<file path="config.mk">
export PLATFORM = sky130hd
export DESIGN_NAME = bfloat16_to_int16
export DESIGN_NICKNAME = d
export VERILOG_FILES = /design/src/rtl/bf16_pkg.sv /design/src/rtl/bf16_classify.sv /design/src/rtl/bfloat16_to_int16.sv
export SDC_FILE = /design/constraint.sdc
export NUM_CORES = 1
export LEC_CHECK = 0
export ABC_AREA = 0
export CORE_AREA = 5 5 95 97
export DETAILED_ROUTE_END_ITERATION = 8
export DIE_AREA = 0 0 100 102
export PLACE_DENSITY = 0.68
export SETUP_SLACK_MARGIN = 0.4
export SLEW_MARGIN = 15
export SYNTH_ARGS = -nofsm -noshare
export SYNTH_HDL_FRONTEND = slang
export SYNTH_HIERARCHICAL = 1
export SYNTH_SLANG_ARGS = --single-unit
</file>
<file path="constraint.sdc">
create_clock -name clock -period 2.3 [get_ports clock]
set_input_delay 0.46 -clock clock [delete_from_list [all_inputs] [get_ports clock]]
set_output_delay 0.46 -clock clock [all_outputs]
set_load 0.01 [all_outputs]
</file>
<file path="src/rtl/bf16_pkg.sv">
// bf16_pkg: shared bfloat16 formats, limits and converter states
package bf16_pkg;
  typedef enum logic [2:0] {IDLE, DECODE, SHIFT, APPLY_SIGN, DONE} state_t;
  localparam int EXP_W = 8;
  localparam int MAN_W = 7;
  localparam int BF16_BIAS = 127;
  localparam logic [EXP_W-1:0] EXP_SPECIAL = 8'hFF;
  localparam logic [15:0] INT16_MAX = 16'h7FFF;
  localparam logic [15:0] INT16_MIN = 16'h8000;
endpackage

</file>
<file path="src/rtl/bf16_classify.sv">
// bf16_classify: splits a bfloat16 word into fields and value class
module bf16_classify
  import bf16_pkg::*;
(
  input  logic [15:0]      a,
  output logic             sign,
  output logic [EXP_W-1:0] exponent,
  output logic [MAN_W-1:0] mantissa,
  output logic             is_zero,
  output logic             is_subnormal,
  output logic             is_inf,
  output logic             is_nan
);
  assign {sign, exponent, mantissa} = a;
  assign is_zero      = exponent == '0 && mantissa == '0;
  assign is_subnormal = exponent == '0 && mantissa != '0;
  assign is_inf       = exponent == EXP_SPECIAL && mantissa == '0;
  assign is_nan       = exponent == EXP_SPECIAL && mantissa != '0;
endmodule

</file>
<file path="src/rtl/bfloat16_to_int16.sv">
// bfloat16_to_int16: iterative truncating, saturating bfloat16 to int16 converter
module bfloat16_to_int16
  import bf16_pkg::*;
(
  input  logic        clock,
  input  logic        reset,
  input  logic        in_valid,
  output logic        in_ready,
  input  logic [15:0] a,
  output logic        out_valid,
  input  logic        out_ready,
  output logic [15:0] result,
  output logic        overflow,
  output logic        nan,
  output logic        inexact
);
  state_t state, state_n;
  logic [15:0] a_r, mag;
  logic [3:0] cnt, n, kl;
  logic left;
  logic sign, is_zero, is_subnormal, is_inf, is_nan, special;
  logic [EXP_W-1:0] exponent;
  logic [MAN_W-1:0] mantissa;
  logic signed [8:0] k;
  logic [15:0] sat;

  bf16_classify u_classify (
    .a(a_r), .sign(sign), .exponent(exponent), .mantissa(mantissa),
    .is_zero(is_zero), .is_subnormal(is_subnormal), .is_inf(is_inf), .is_nan(is_nan)
  );

  assign k       = $signed({1'b0, exponent}) - $signed(9'(BF16_BIAS));
  assign kl      = k[3:0];
  assign n       = kl < 4'd7 ? 4'd7 - kl : kl - 4'd7;
  assign special = is_nan | is_inf | is_zero | is_subnormal | k < 9'sd0 | k > 9'sd14;
  assign sat     = sign ? INT16_MIN : INT16_MAX;

  always_ff @(posedge clock)
    if (reset) state <= IDLE;
    else state <= state_n;

  always_comb begin
    state_n = state;
    case (state)
      IDLE:       state_n = in_valid ? DECODE : IDLE;
      DECODE:     state_n = special ? DONE : (n == 4'd0 ? APPLY_SIGN : SHIFT);
      SHIFT:      state_n = cnt == 4'd1 ? APPLY_SIGN : SHIFT;
      APPLY_SIGN: state_n = DONE;
      DONE:       state_n = out_ready ? IDLE : DONE;
      default:    state_n = IDLE;
    endcase
  end

  always_comb begin
    in_ready  = state == IDLE;
    out_valid = state == DONE;
  end

  always_ff @(posedge clock) begin
    if (reset) begin
      a_r <= '0;
      mag <= '0;
      cnt <= '0;
      left <= 1'b0;
      result <= '0;
      overflow <= 1'b0;
      nan <= 1'b0;
      inexact <= 1'b0;
    end else begin
      case (state)
        IDLE:
          if (in_valid) begin
            a_r <= a;
            result <= '0;
            overflow <= 1'b0;
            nan <= 1'b0;
            inexact <= 1'b0;
          end
        DECODE: begin
          mag <= {8'b0, 1'b1, mantissa};
          cnt <= n;
          left <= k > 9'sd7;
          if (is_nan) nan <= 1'b1;
          else if (is_inf) {result, overflow} <= {sat, 1'b1};
          else if (is_zero | is_subnormal) inexact <= is_subnormal;
          else if (k < 9'sd0) inexact <= 1'b1;
          else if (k == 9'sd15 && sign && mantissa == '0) result <= INT16_MIN;
          else if (k > 9'sd14) {result, overflow} <= {sat, 1'b1};
        end
        SHIFT: begin
          mag <= left ? mag << 1 : mag >> 1;
          inexact <= inexact | (~left & mag[0]);
          cnt <= cnt - 4'd1;
        end
        APPLY_SIGN: result <= sign ? -mag : mag;
        default: ;
      endcase
    end
  end
endmodule

</file>
==> flow_metrics.env <==
export IMPL_vias=3113
export IMPL_grt_overflow=0
export IMPL_multi_input_area_um2=2250
export IMPL_fillers=744
export IMPL_cts_clk_slew_worst_paths_ns=0.07
export IMPL_cp_start_kind="flip-flop"
export IMPL_synth_simple_gate_area_frac=0.229
export IMPL_arrival_ns=2.43
export IMPL_viasPerCell=5.29
export IMPL_ys_seq_elements=59
export IMPL_dp_cells=565
export IMPL_synth_top_family_by_area="compound AO/OA/AOI/OAI gates"
export IMPL_synth_warning_count=6
export IMPL_utilization=0.570
export IMPL_synthCells=439
export IMPL_numCtsBuffers=9
export IMPL_insertion_delay_ns=0.35
export IMPL_ant_nets=0
export IMPL_dieArea_um2=10200
export IMPL_crit_type="flip-flop to flip-flop"
export IMPL_postLayoutSetupSlackWorst_ns=0.0770
export IMPL_required_ns=2.51
export IMPL_synth_edf_count=0
export IMPL_fin_skew_ns=0.0101
export IMPL_hold_viol_final=0
export IMPL_area_delta_synth_final_pct=30.0
export IMPL_dieWidth_um=100
export IMPL_min_path_type="flip-flop to flip-flop"
export IMPL_async_flop_share=0
export IMPL_setup_viol=0
export IMPL_drtIter0Drc=168
export IMPL_max_freq_mhz=450
export IMPL_grt_usage=0.176
export IMPL_synthAdderAreaFrac=0.0248
export IMPL_final_common_cell="nor2_1"
export IMPL_grt_antenna_before_repair=0
export IMPL_grt_max_degree=44
export IMPL_place_ws_ns=-0.0241
export IMPL_initial_core_util=0.438
export IMPL_slew_headroom=0.546
export IMPL_final_cell_mix="nor2_1 (56), nand2_1 (51), dfxtp_1 (51)"
export IMPL_period_minus_slack_ns=2.22
export IMPL_grt_pass1_vias=3068
export IMPL_drtPass1Iterations=4
export IMPL_p_leak_nw=1.63
export IMPL_ir_drop_v=0.000397
export IMPL_grt_first_pass_wirelength_um=14500
export IMPL_regArea_um2=1200
export IMPL_avgSynthCellArea_um2=8.03
export IMPL_h_tree_depth=3
export IMPL_rsz0062_at_grt="true"
export IMPL_clockBufferDepth=2
export IMPL_power_density_nw_per_um2=629
export IMPL_coreArea_um2=8050
export IMPL_synthesis_area_um2=3530
export IMPL_finalWirelength_um=8530
export IMPL_cp_max_fo=8
export IMPL_tightest_slew_ns=0.680
export IMPL_status="finished, final reports clean"
export IMPL_maxSlewViolCount=0
export IMPL_cts_tree="done"
export IMPL_fin_crit_sh=0.967
export IMPL_synth_xor_area_frac=0.0497
export IMPL_drive_gt1_frac=0.248
export IMPL_synth_compound_area_frac=0.232
export IMPL_drc=0
export IMPL_place_congestion=0.824
export IMPL_synth_cell_type_count=58
export IMPL_portBuffers=40
export IMPL_io_pins=41
export IMPL_fin_cells=588
export IMPL_placementRows=33
export IMPL_routedWlPerCell_um=14.5
export IMPL_timing_critical_path_to_type="flip-flop"
export IMPL_synthFlopType="dfxtp_1"
export IMPL_clock_sinks=59
export IMPL_n_antenna_cell=0
export IMPL_ctsRootBufferMaster="clkbuf_8"
export IMPL_synthMuxAreaShare=0.0458
export IMPL_syn_num_nets=466
export IMPL_max_cap_violations=0
export IMPL_ys_seq_area_frac=0.335
export IMPL_dieHeight_um=102
export IMPL_dp_final_hpwl_um=5930
export IMPL_nets=505
## flip-flops by register name, summed over array words and instances (netlist names)
signal and flops:
inexact 1, cnt 4, left 1, result 16, mag 16, a_r 16, nan 1, state 3
overflow 1
## timing repair
action | 4_1_cts | 5_1_grt
gates resized for setup | 39 | 6
pin swaps | 6 | 3
gates cloned | 2 | 0
endpoints found under the setup margin | 35 | 21
endpoints found under the hold margin | 0 | 0
hold buffers | 0 | 0
buffers inserted | 5 | 0
## report_power, final
| group | internal [mW] | total [mW] | leakage (nW) | switching, mW |
|---|---|---|---|---|
| logic | 0.331 | 0.657 | 1.04 | 0.326 |
| clock network | 0.639 | 1.08 | 0.108 | 0.440 |
| registers | 1.08 | 1.15 | 0.486 | 0.0631 |
| total | 2.05 | 2.88 | 1.63 | 0.829 |
## cell usage after synthesis (10+ instances only)
| library cell | instances | area (µm²) |
|---|---|---|
| o21ai_0 | 11 | 55.1 |
| clkbuf_1 | 22 | 82.6 |
| nor2_1 | 62 | 233 |
| a211oi_2 | 14 | 175 |
| mux2i_1 | 15 | 150 |
| buf_4 | 19 | 143 |
| xnor2_1 | 17 | 149 |
| nand2_1 | 51 | 191 |
| dfxtp_1 | 59 | 1180 |
| a21oi_1 | 47 | 235 |
| inv_1 | 10 | 37.5 |
## kinds of logic after synthesis
kind of cell,after synthesis
compound gates,112
mux,16
buf+inv,58
simple gates,167
xor+xnor,20
fa+ha+maj,7
flops,59
## per-stage QoR
| step | setup TNS, ns | power, mW | hold slack [ns] | instance area [µm²] |
|---|---|---|---|---|
| 3_3_place_gp | 0 | 1.73 | 0.448 | 4100 |
| 2_1_floorplan | 0 | 1.55 | 0.437 | 3600 |
| 6_report | 0 | 2.88 | 0.474 | 4590 |
| 3_5_place_dp | -0.0577 | 1.74 | 0.453 | 4100 |
| 4_1_cts | 0 | 2.89 | 0.470 | 4550 |
| 5_1_grt | 0 | 3.01 | 0.508 | 4590 |
## critical path, stage by stage (launching register included)
cell	delay, ns
dfxtp_2	0.34
or4_4	0.57
nor4_4	0.20
nand2b_4	0.20
a21oi_2	0.05
a211oi_4	0.33
buf_6	0.19
buf_16	0.13
a211oi_1	0.06
## cell type report
type,instances,share of cell area
Clock buffer,10,0.0300
Clock inverter,6,0.0194
Inverter,10,0.00927
Multi-Input combinational cell,322,0.491
Sequential cell,59,0.262
Tap cell,105,0.0286
Timing Repair Buffer,76,0.160
## worst paths after layout
kind              slack (ns)  cells past startpoint  startpoint   endpoint
hold / removal          0.47                      2    overflow   overflow
setup / recovery        0.08                      8      a_r[6]  result[3]
setup reg to reg        0.08                      8      a_r[6]  result[3]
hold reg to reg         0.47                      2    overflow   overflow
## layer usage
metal	vias to the layer above	share of wire	wire, µm	track usage
met5	-	0	0	0
met4	0	0.015	125	0.0560
met3	9	0.045	384	0.0403
met2	59	0.46	3890	0.289
met1	1433	0.48	4130	0.230
li1	1612	-	-	-
No activity file was read; power rests on OpenSTA's default activity.
